[config.mk]
export PLATFORM = sky130hd
export DESIGN_NAME = alu_shift_seq
export DESIGN_NICKNAME = d
export VERILOG_FILES = /design/src/rtl/alu_pkg.sv /design/src/rtl/alu_shift_seq.sv
export SDC_FILE = /design/constraint.sdc
export NUM_CORES = 1
export LEC_CHECK = 0
export ABC_CLOCK_PERIOD_IN_PS = 6100
export BUFFER_PORTS_ARGS = -buffer_cell sky130_fd_sc_hd__buf_2
export CORE_MARGIN = 2
export CORE_UTILIZATION = 40
export CTS_BUF_LIST = sky130_fd_sc_hd__clkbuf_8
export DETAILED_ROUTE_END_ITERATION = 7
export PLACE_DENSITY = 0.68
export SKIP_LAST_GASP = 1
export SLEW_MARGIN = 0
export SYNTH_ARGS = -nofsm -noshare
export SYNTH_HDL_FRONTEND = slang
export SYNTH_SLANG_ARGS = --single-unit
[constraint.sdc]
create_clock -name Clk -period 6.1 [get_ports Clk]
set_input_delay 1.83 -clock Clk [delete_from_list [all_inputs] [get_ports Clk]]
set_output_delay 1.83 -clock Clk [all_outputs]
set_load 0.02 [all_outputs]
[src/rtl/alu_pkg.sv]
// Opcode set, FSM encoding and opcode classifiers shared by the ALU and the
// shift sequencer in front of it.
package alu_pkg;

    localparam logic [3:0] OP_ADD = 4'b0000;
    localparam logic [3:0] OP_SUB = 4'b0001;
    localparam logic [3:0] OP_AND = 4'b0010;
    localparam logic [3:0] OP_OR  = 4'b0011;
    localparam logic [3:0] OP_NOT = 4'b0100;
    localparam logic [3:0] OP_SRA = 4'b1000;
    localparam logic [3:0] OP_SLL = 4'b1001;
    localparam logic [3:0] OP_SRL = 4'b1010;
    localparam logic [3:0] OP_ROL = 4'b1100;
    localparam logic [3:0] OP_ROR = 4'b1101;

    localparam logic [1:0] S_IDLE = 2'd0;
    localparam logic [1:0] S_RUN  = 2'd1;
    localparam logic [1:0] S_DONE = 2'd2;

    function automatic logic is_single(input logic [3:0] op);
        return (op == OP_ADD) || (op == OP_SUB) || (op == OP_AND) ||
               (op == OP_OR)  || (op == OP_NOT);
    endfunction

    function automatic logic is_iter(input logic [3:0] op);
        return (op == OP_SRA) || (op == OP_SLL) || (op == OP_SRL) ||
               (op == OP_ROL) || (op == OP_ROR);
    endfunction

endpackage

[src/rtl/alu_shift_seq.sv]
// Sequencer in front of the one-bit-per-op ALU: repeats shift/rotate opcodes
// Amt times by feeding Alu_Out back as A; arith/logic opcodes take one pass.
//
// state  | meaning
// S_IDLE | waiting for Start; Result/Zero/Err hold the last outcome
// S_RUN  | one ALU pass per cycle, Cnt passes remaining
// S_DONE | Done pulse; Result/Zero/Err valid
module alu_shift_seq
    import alu_pkg::*;
#(
    parameter int WIDTH = 32,
    parameter int AMT_W = 5
) (
    input  logic             Clk,
    input  logic             Rst_n,
    input  logic             Start,
    input  logic [3:0]       Op,
    input  logic [WIDTH-1:0] A,
    input  logic [WIDTH-1:0] B,
    input  logic [AMT_W-1:0] Amt,
    output logic             Busy,
    output logic             Done,
    output logic [WIDTH-1:0] Result,
    output logic             Zero,
    output logic             Err,
    output logic [WIDTH-1:0] Alu_A,
    output logic [WIDTH-1:0] Alu_B,
    output logic [3:0]       Alu_Op,
    input  logic [WIDTH-1:0] Alu_Out
);

    logic [1:0]       state_q,  state_d;
    logic [WIDTH-1:0] acc_q,    acc_d;
    logic [WIDTH-1:0] b_q,      b_d;
    logic [3:0]       op_q,     op_d;
    logic [AMT_W-1:0] cnt_q,    cnt_d;
    logic [WIDTH-1:0] result_q, result_d;
    logic             zero_q,   zero_d;
    logic             err_q,    err_d;

    always_comb begin
        state_d  = state_q;
        acc_d    = acc_q;
        b_d      = b_q;
        op_d     = op_q;
        cnt_d    = cnt_q;
        result_d = result_q;
        zero_d   = zero_q;
        err_d    = err_q;

        case (state_q)
            S_IDLE: begin
                if (Start) begin
                    acc_d = A;
                    b_d   = B;
                    op_d  = Op;
                    err_d = 1'b0;
                    if (is_single(Op)) begin
                        cnt_d   = AMT_W'(1);
                        state_d = S_RUN;
                    end else if (is_iter(Op)) begin
                        // A zero-amount shift is the identity; skip the ALU entirely.
                        if (Amt != '0) begin
                            cnt_d   = Amt;
                            state_d = S_RUN;
                        end else begin
                            result_d = A;
                            zero_d   = (A == '0);
                            state_d  = S_DONE;
                        end
                    end else begin
                        err_d    = 1'b1;
                        result_d = '0;
                        zero_d   = 1'b1;
                        state_d  = S_DONE;
                    end
                end
            end

            S_RUN: begin
                acc_d = Alu_Out;
                cnt_d = cnt_q - AMT_W'(1);
                if (cnt_q == AMT_W'(1)) begin
                    result_d = Alu_Out;
                    zero_d   = (Alu_Out == '0);
                    state_d  = S_DONE;
                end
            end

            S_DONE:  state_d = S_IDLE;
            default: state_d = S_IDLE;
        endcase
    end

    always_ff @(posedge Clk or negedge Rst_n) begin
        if (!Rst_n) begin
            state_q  <= S_IDLE;
            acc_q    <= '0;
            b_q      <= '0;
            op_q     <= '0;
            cnt_q    <= '0;
            result_q <= '0;
            zero_q   <= 1'b0;
            err_q    <= 1'b0;
        end else begin
            state_q  <= state_d;
            acc_q    <= acc_d;
            b_q      <= b_d;
            op_q     <= op_d;
            cnt_q    <= cnt_d;
            result_q <= result_d;
            zero_q   <= zero_d;
            err_q    <= err_d;
        end
    end

    assign Busy   = (state_q == S_RUN) || (state_q == S_DONE);
    assign Done   = (state_q == S_DONE);
    assign Result = result_q;
    assign Zero   = zero_q;
    assign Err    = err_q;
    assign Alu_A  = acc_q;
    assign Alu_B  = b_q;
    assign Alu_Op = op_q;

endmodule

# ---- Yosys cells after proc, flatten, opt, wreduce, memory -nomap -nowiden
# Index checks and enable logic that the tools add are counted.
dict set report totals {
  in_bits 108
  ff_bits 109
  output_inout_bits 104
}
dict set report classes {
  mux 27
  n_addsub 1
  eq_ne 18
  n_reduce_logical 20
}
# op count
set op_table {}
lappend op_table {{32-bit 2-to-1 mux} 6}
lappend op_table {{32-bit case mux with 2 select lines} 2}
lappend op_table {{32-bit logical NOT} 2}
lappend op_table {{4-bit equality test, second input constant} 5}
lappend op_table {{5-bit 2-to-1 mux} 4}
lappend op_table {{2-bit 2-to-1 mux} 5}
lappend op_table {{5-bit case mux with 2 select lines} 1}
lappend op_table {{1-bit logical OR} 9}
lappend op_table {{3-bit inequality test, second input constant} 3}
lappend op_table {{4-bit by 2-bit equality test with 1-bit output, second input constant} 2}
lappend op_table {{1-bit 2-to-1 mux} 7}
lappend op_table {{2-bit inequality test, second input constant} 3}
lappend op_table {{2-bit AND reduction} 3}
lappend op_table {{5-bit by 1-bit equality test with 1-bit output, second input constant} 1}
lappend op_table {{5-bit AND reduction} 1}
lappend op_table {{5-bit nonzero test} 1}
lappend op_table {{5-bit by 1-bit subtractor with 5-bit output, second input constant} 1}
lappend op_table {{4-bit by 1-bit equality test with 1-bit output, second input constant} 1}
lappend op_table {{4-bit by 3-bit equality test with 1-bit output, second input constant} 1}
lappend op_table {{4-bit logical NOT} 1}
lappend op_table {{2-bit case mux with 2 select lines} 1}
lappend op_table {{4-bit AND reduction} 1}
lappend op_table {{2-bit by 1-bit equality test with 1-bit output, second input constant} 1}
lappend op_table {{2-bit equality test, second input constant} 1}
lappend op_table {{other kinds (3)} 3}

# ---- Logic depth before layout (Yosys ltp)
# Gate-level depths: netlist of run 1.
dict set report logic_depth {
  depth_word 9
  ltp_mapped 9
  mapped_depth_nobuf 7
}

# ---- Worst setup path before layout of run 1
# OpenSTA, ideal clock, no wires.
dict set report synth_path {
  path_kind {input -> register}
  start {in Amt[0]}
  end {reg result_q[31] (netlist: Result[31])}
  setup_ns 0.123
  required_ns 5.977
  arrival_time_ns 3.186
  n_path_buf 1
  path_slack_ns 2.792
  path_stages 6
  cell_sequence {or4_4 > o2111ai_2 > o2111ai_4 > buf_6 > a221oi_2 > nor2_1}
}
dict set report synth_between {
  elab_chain_len 3
}
# element line_no
set synth_lines {}
lappend synth_lines {{start, declared} alu_shift_seq.sv:20} ;# input logic [AMT_W-1:0] Amt,
lappend synth_lines {{5-bit nonzero test} alu_shift_seq.sv:63} ;# if (Amt != '0) begin
lappend synth_lines {{3-bit inequality test (no source line)} --}
lappend synth_lines {{5-bit AND reduction (no source line)} --}
lappend synth_lines {{end signal, assigned} alu_shift_seq.sv:111} ;# result_q <= result_d;
lappend synth_lines {{end, declared} alu_shift_seq.sv:37} ;# logic [WIDTH-1:0] result_q, result_d;
# Every way passes these cells.
# A chain may end at the register's enable or synchronous reset.

# ---- Worst setup path after layout of run 1
dict set report layout_path {
  start {in Op[2]}
  end {reg result_q[27] (netlist: Result[27])}
}
dict set report layout_between {
  elab_chain_len 9
}
# element line_no
set layout_lines {}
lappend layout_lines {{start, declared} alu_shift_seq.sv:17} ;# input logic [3:0] Op,
lappend layout_lines {{4-bit equality test} alu_pkg.sv:26} ;# return (op == OP_SRA) || (op == OP_SLL) || (op == OP_SRL) ||
lappend layout_lines {{1-bit logical OR (3 in a row)} alu_pkg.sv:26}
lappend layout_lines {{1-bit logical OR} alu_pkg.sv:27} ;# (op == OP_ROL) || (op == OP_ROR);
lappend layout_lines {{32-bit 2-to-1 mux} alu_shift_seq.sv:61} ;# end else if (is_iter(Op)) begin
lappend layout_lines {{32-bit 2-to-1 mux} alu_shift_seq.sv:58} ;# if (is_single(Op)) begin
lappend layout_lines {{32-bit 2-to-1 mux} alu_shift_seq.sv:53} ;# if (Start) begin
lappend layout_lines {{32-bit case mux with 2 select lines} alu_shift_seq.sv:51} ;# case (state_q)
# Parallel ways exist; a longest one is shown, timed or not. The select of a mux whose other input is x is not followed.

==> out/results.txt, run 1 <==
Critical path type: input port to register
H-tree Lvls: 3
RSZ-0062 raised after global routing: false
Starting DRT DRC Count: 305
Reg2reg start: state_q[1]$_DFFE_PN0P_
Period minus WS final: 3680 ps
Vias in the first global route: 4469
Hold Fails Final Rpt: 0
Fraction of layout cells with a size suffix above 1: 0.464
Critical-path top delay cell: nor2_4
Crit path from: Op[2]
Post-CTS Setup Inserts: 0
Clock transition at the registers of the reported paths: 110 ps
Yosys warns: 0
Chip Height: 119 um
Count of cell types in the netlist: 44
Clock Tree Buf Depth: 2
Critical-path cell list: buf_2 > o21ai_0 > nand2_1 > nor2_4 > a221oi_1 > nor2_1
Number of buffers and inverters on the critical path: 1
Run status: finished, final reports clean
Congestion Overflow GR: 0
Initial antenna violation count: 1
Clk Latency, worst-skew pair: 370 ps
Most frequent cells in the layout: buf_2, dfrtp_1, nor2_1, nand2_1, o21ai_0
Drt wl/cell: 17.3 um
Hold Crit Class: register to register
Commonest non-fill, non-tap cell in the layout: buf_2
Initial core utilization: 0.405
Post-layout util: 0.508
DRT antenna net count: 0
Post-Syn Instances: 467
Row count: 42
CP Capture Point: Result[27]$_DFFE_PN0P_
Area Growth Syn to Fin: 25.4%
Power per cell area: 568 nW/um^2
Ys async rst share: 1.00
Cts bufs inserted: 9
Gp weighted congestion: 0.844
Core area: 13100 sq um
IO Port Bufs: 211
Routed vias: 4465
Yosys reg bits: 109
Pre-Repair DR Iteration Count: 5
DRC: 0
Yosys top cell area share: 0.513
Crit end category: register
Syn Nets: 580
Crit share post-route: 0.604
Netlist area before placement: 5320 sq um
Max rail drop VDD: 0.285 mV
R2R Setup Slk: 2970 ps
Setup_tns: 0 ps
EDFF count, synth: 0
Fmax: 271 MHz
Worst hold stages: 2
Max-slew violations: 0
CTS resizes: 0
Worst setup SP type: input port
Slew headroom: 0.203
CTS tree: built
Via density per instance: 5.28
# Max-Cap Violations: 0
Total GRT Usage: 0.205
Top delay family on crit path: simple AND/OR/NAND/NOR gates
Max stage delay on crit path: 910 ps
Post-synth top area cell: dfrtp_1
Nets@finish: 777
Dominant cells by area after synthesis: dfrtp_1, a221oi_2, mux2_2
First-pass GRT wire length: 23.1 mm
Pin count of the biggest net entering global routing: 68
Final setup fails: 0
Post-Route WL: 14.6 mm
Die outline area: 14200 sq um
Levels on crit path: 6
Dpl hpwl: 10.8 mm
CP Data Required Time: 6400 ps
Crit path DAT: 3980 ps
Worst r2r dst: Zero$_DFFE_PN0P_
Leak pwr: 0.00314 uW
DIE WIDTH: 119 um
Crit-path max FO: 32
Clock root buffer: clkbuf_8
Cts hold-fix bufs: 0
Synth Flop Type: dfrtp_1
Clock skew: 15.4 ps
Hold Path Origin: Alu_Op[3]$_DFFE_PN0P_
Syn_area_per_cell: 11.4 sq um
Clock sink total: 109
IO Count: 212
R2R depth: 8
Slew @ Worst Pin: 1190 ps
Sequential element share of the synthesized area: 0.513
-- cell type report --
class                           instances  area [sq um]
Inverter                                7          26.3
Tap cell                              176           220
Clock buffer                           10           138
Multi-Input combinational cell        320          2390
Clock inverter                          5          66.3
Antenna cell                            1          2.50
Timing Repair Buffer                  217          1100
Fill cell                            1241          6460
Sequential cell                       109          2730
-- power breakdown --
group | total [uW] | internal [uW] | leakage (uW) | switching, uW
Combinational | 2040 | 761 | 0.00173 | 1280
Clock | 461 | 205 | 0.000101 | 255
Sequential | 1290 | 1090 | 0.00131 | 196
Total | 3790 | 2060 | 0.00314 | 1730
-- tightest hold or removal path, stage by stage, from the launching register on --
cell     delay, ps
dfrtp_1        360
nand2_1         40
o21ai_0         60
-- synth_stat cells, drive strengths merged, types with 3 or more instances --
| library cell | instances |
|---|---|
| a21oi | 8 |
| a221oi | 32 |
| buf | 17 |
| clkbuf | 14 |
| dfrtp | 109 |
| ha | 5 |
| inv | 7 |
| mux2 | 36 |
| mux2i | 32 |
| nand2 | 43 |
| nand3 | 3 |
| nand4 | 3 |
| nor2 | 70 |
| nor4 | 15 |
| o211ai | 3 |
| o21ai | 42 |
| or4 | 3 |
-- flip-flops by register name (all words and copies together) (netlist names) --
| name | cells |
|---|---|
| Alu_A | 32 |
| Alu_B | 32 |
| Result | 32 |
| cnt_q | 5 |
| Alu_Op | 4 |
| state_q | 2 |
| Err | 1 |
| Zero | 1 |
-- layer usage --
layer | global-route usage | vias to the layer above | part of all wire | routed length, um
met5 | 0 | - | 0 | 0
met3 | 0.0388 | 17 | 0.059 | 860
li1 | - | 2092 | - | -
met1 | 0.267 | 2202 | 0.43 | 6330
met2 | 0.343 | 154 | 0.49 | 7150
met4 | 0.0669 | 0 | 0.018 | 258
-- worst min-delay path by stage --
stage	slack (ps)	end
2_1_floorplan	490	cnt_q[1]$_DFFE_PN0P_
3_3_place_gp	460	Alu_A[5]$_DFFE_PN0P_
3_5_place_dp	460	Alu_A[28]$_DFFE_PN0P_
4_1_cts	490	Alu_A[28]$_DFFE_PN0P_
5_1_grt	520	Alu_A[20]$_DFFE_PN0P_
6_report	490	Alu_Op[3]$_DFFE_PN0P_
-- metrics by stage --
step	instances	setup slack, ps	hold slack (ps)	cell area [sq um]	total power (uW)
floorplan	467	2790	491	5320	2770
global placement	829	2110	458	6470	3300
detailed placement	829	2030	465	6470	3360
CTS	844	2420	489	6670	3820
global route	845	2170	518	6680	4060
finish	845	2420	486	6680	3790
-- kinds of logic after synthesis --
group / share of synthesized area
and+or+nand+nor: 0.121
adders and majority gates: 0.0118
DFF: 0.513
buffers and inverters: 0.0440
AOI/OAI and AO/OA: 0.174
muxes: 0.136
Note: power is estimated with default switching activity, not from simulation.
==> run 2, diff against run 1 <==
ABC_CLOCK_PERIOD_IN_PS = 3550   (was 6100)
clock period = 3.55 ns   (was 6.1 ns; I/O delays follow)
==> run 2 against run 1 <==
Die area unchanged. Critical endpoint is now Result[1]$_DFFE_PN0P_. Power increased by 74%. Critical path type unchanged. Wire length down 0.55%. Combinational power is 72% higher. Highest routed layer unchanged.
==> out/results.txt, run 2 (same netlist as run 1, synthesis figures left out) <==
Period minus WS final: 2680 ps
Starting DRT DRC Count: 264 (was 305)
Initial antenna violation count: 0 (was 1)
Area Growth Syn to Fin: 26.7% (was 25.4%)
Chip Height: 119 um (unchanged)
Initial core utilization: 0.405 (unchanged)
Clk Latency, worst-skew pair: 390 ps (was 370 ps)
Most frequent cells in the layout: buf_2, dfrtp_1, nor2_1, nand2_1, o21ai_0 (unchanged)
Routed vias: 4413 (was 4465)
CTS resizes: 0 (unchanged)
Power per cell area: 980 nW/um^2 (was 568 nW/um^2)
Met2 Resource Use GR: 0.342 (was 0.343)
GR peak layer: met2 (unchanged)
Post-Route WL: 14.5 mm (was 14.6 mm)
Worst setup margin: 874 ps (was 2420 ps)
Crit end category: register (unchanged)
Core area: 13100 sq um (unchanged)
DIE WIDTH: 119 um (unchanged)
Slew @ Worst Pin: 614 ps (was 1190 ps)
Layout Cells excl Fill: 849 (was 845)
GR Layer Usage met3: 0.0321 (was 0.0388)
Clock transition at the registers of the reported paths: 100 ps (was 110 ps)
Fill cell count: 1244 (was 1241)
DRT antenna net count: 0 (unchanged)
Clock skew: 12.1 ps (was 15.4 ps)
CP Data Required Time: 3830 ps (was 6400 ps)
Setup_tns: 0 ps (unchanged)
Drt wl/cell: 17.1 um (was 17.3 um)
P_int: 3620 uW (was 2060 uW)
Clock root buffer: clkbuf_8 (unchanged)
First-pass GRT wire length: 23.0 mm (was 23.1 mm)
Sw Ratio: 0.452 (was 0.457)
Worst setup SP type: input port (unchanged)
Nets@finish: 781 (was 777)
Fraction of layout cells with a size suffix above 1: 0.468 (was 0.464)
Total power: 6610 uW (was 3790 uW)
Post-CTS Setup Inserts: 0 (unchanged)
Crit path DAT: 2960 ps (was 3980 ps)
Placement Setup Slack: 456 ps (was 2030 ps)
Run status: finished, final reports clean (unchanged)
Crit share post-route: 0.754
Max-slew violations: 0 (unchanged)
Commonest non-fill, non-tap cell in the layout: buf_2 (unchanged)
Clock sink total: 109 (unchanged)
Hold Fails Final Rpt: 0 (unchanged)
Switching pwr: 2980 uW (was 1730 uW)
IO Count: 212 (unchanged)
Gp weighted congestion: 0.846 (was 0.844)
M1 GR Usage: 0.273 (was 0.267)
Sequential power share: 0.337 (was 0.340)
Critical-path top delay cell: or4_4 (was nor2_4)
IO Port Bufs: 211 (unchanged)
H-tree Lvls: 3 (unchanged)
Clk pwr share: 0.131 (was 0.121)
Crit-path max FO: 21 (was 32)
Max stage delay on crit path: 560 ps (was 910 ps)
Number of buffers and inverters on the critical path: 2 (was 1)
CTS tree: built (unchanged)
Max rail drop VDD: 0.318 mV (was 0.285 mV)
# Max-Cap Violations: 0 (unchanged)
Dpl hpwl: 11.0 mm (was 10.8 mm)
Clock Tree Buf Depth: 2 (unchanged)
Cts bufs inserted: 9 (unchanged)
Cts hold-fix bufs: 0 (unchanged)
Final setup fails: 0 (unchanged)
Ant. Diodes: 0 (was 1)
Total GRT Usage: 0.206 (was 0.205)
Vias in the first global route: 4472 (was 4469)
Slew headroom: 0.591 (was 0.203)
Critical-path cell list: buf_2 > or4_4 > o2111ai_2 > o2111ai_4 > buf_4 > a221oi_2 > nor2_1 (was buf_2 > o21ai_0 > nand2_1 > nor2_4 > a221oi_1 > nor2_1)
Logic pwr share: 0.531 (was 0.538)
Die outline area: 14200 sq um (unchanged)
Congestion Overflow GR: 0 (unchanged)
Fmax: 374 MHz
Hold Crit Class: register to register (unchanged)
Leak pwr: 0.00317 uW (was 0.00314 uW)
Via density per instance: 5.20 (was 5.28)
Pin count of the biggest net entering global routing: 66 (was 68)
DRC: 0 (unchanged)
Pre-Repair DR Iteration Count: 4 (was 5)
RSZ-0062 raised after global routing: false (unchanged)
Critical path type: input port to register (unchanged)
Placed cells: 833 (was 829)
Top delay family on crit path: compound AO/OA/AOI/OAI gates (was simple AND/OR/NAND/NOR gates)
Row count: 42 (unchanged)
[run 2: power by group through the flow]
| stage | Combinational, uW | Clock [uW] | Sequential (uW) |
|---|---|---|---|
| floorplan | 1820 | 0 | 2950 |
| global placement | 3450 | 0 | 2220 |
| detailed placement | 3540 | 0 | 2260 |
| CTS | 3550 | 900 | 2230 |
| global route | 3820 | 944 | 2310 |
| finish | 3510 | 868 | 2230 |
[run 2: worst paths after layout]
check | startpoint | endpoint | slack (ps) | depth (start not counted)
min in group asynchronous | Rst_n | cnt_q[2]$_DFFE_PN0P_ | 660 | 1
max reg2reg | state_q[1]$_DFFE_PN0P_ | Result[15]$_DFFE_PN0P_ | 1010 | 8
min | Alu_A[19]$_DFFE_PN0P_ | Alu_A[19]$_DFFE_PN0P_ | 490 | 2
max in group asynchronous | Rst_n | Alu_A[7]$_DFFE_PN0P_ | 2130 | 2
min reg2reg | Alu_A[19]$_DFFE_PN0P_ | Alu_A[19]$_DFFE_PN0P_ | 490 | 2
max | Amt[0] | Result[1]$_DFFE_PN0P_ | 870 | 7
[run 2: layer usage]
metal  part of all wire  up-vias
met5                  0        -
met2               0.48      154
met4              0.018        0
met1               0.44     2137
li1                   -     2104
met3              0.055       18
[run 2: cell type report]
type / instances / area, sq um / area share
clock buffer: 10 / 138 / 0.0204
clock inverter: 6 / 93.8 / 0.0139
inverter: 7 / 26.3 / 0.00390
multi-input combinational: 320 / 2390 / 0.355
sequential: 109 / 2730 / 0.405
tap: 176 / 220 / 0.0327
timing repair buffer: 221 / 1150 / 0.170
[run 2: through the flow]
stage                     hold slack [ps]  instance area [sq um]   util
after floorplan                       491                   5320      -
after global placement                459                   6510  0.496
after detailed placement              465                   6510  0.496
after CTS                             490                   6740  0.513
after global routing                  520                   6740  0.513
final                                 490                   6740  0.513
[run 2: worst register-to-register path, delay by kind of cell, from the launching register on]
kind / cells / cell delay, ps
flip-flops: 1 / 410
adder cells (fa/ha/maj): 1 / 550
AND/OR/NAND/NOR: 1 / 130
buffers and inverters: 3 / 790
AO/OA/AOI/OAI: 3 / 590
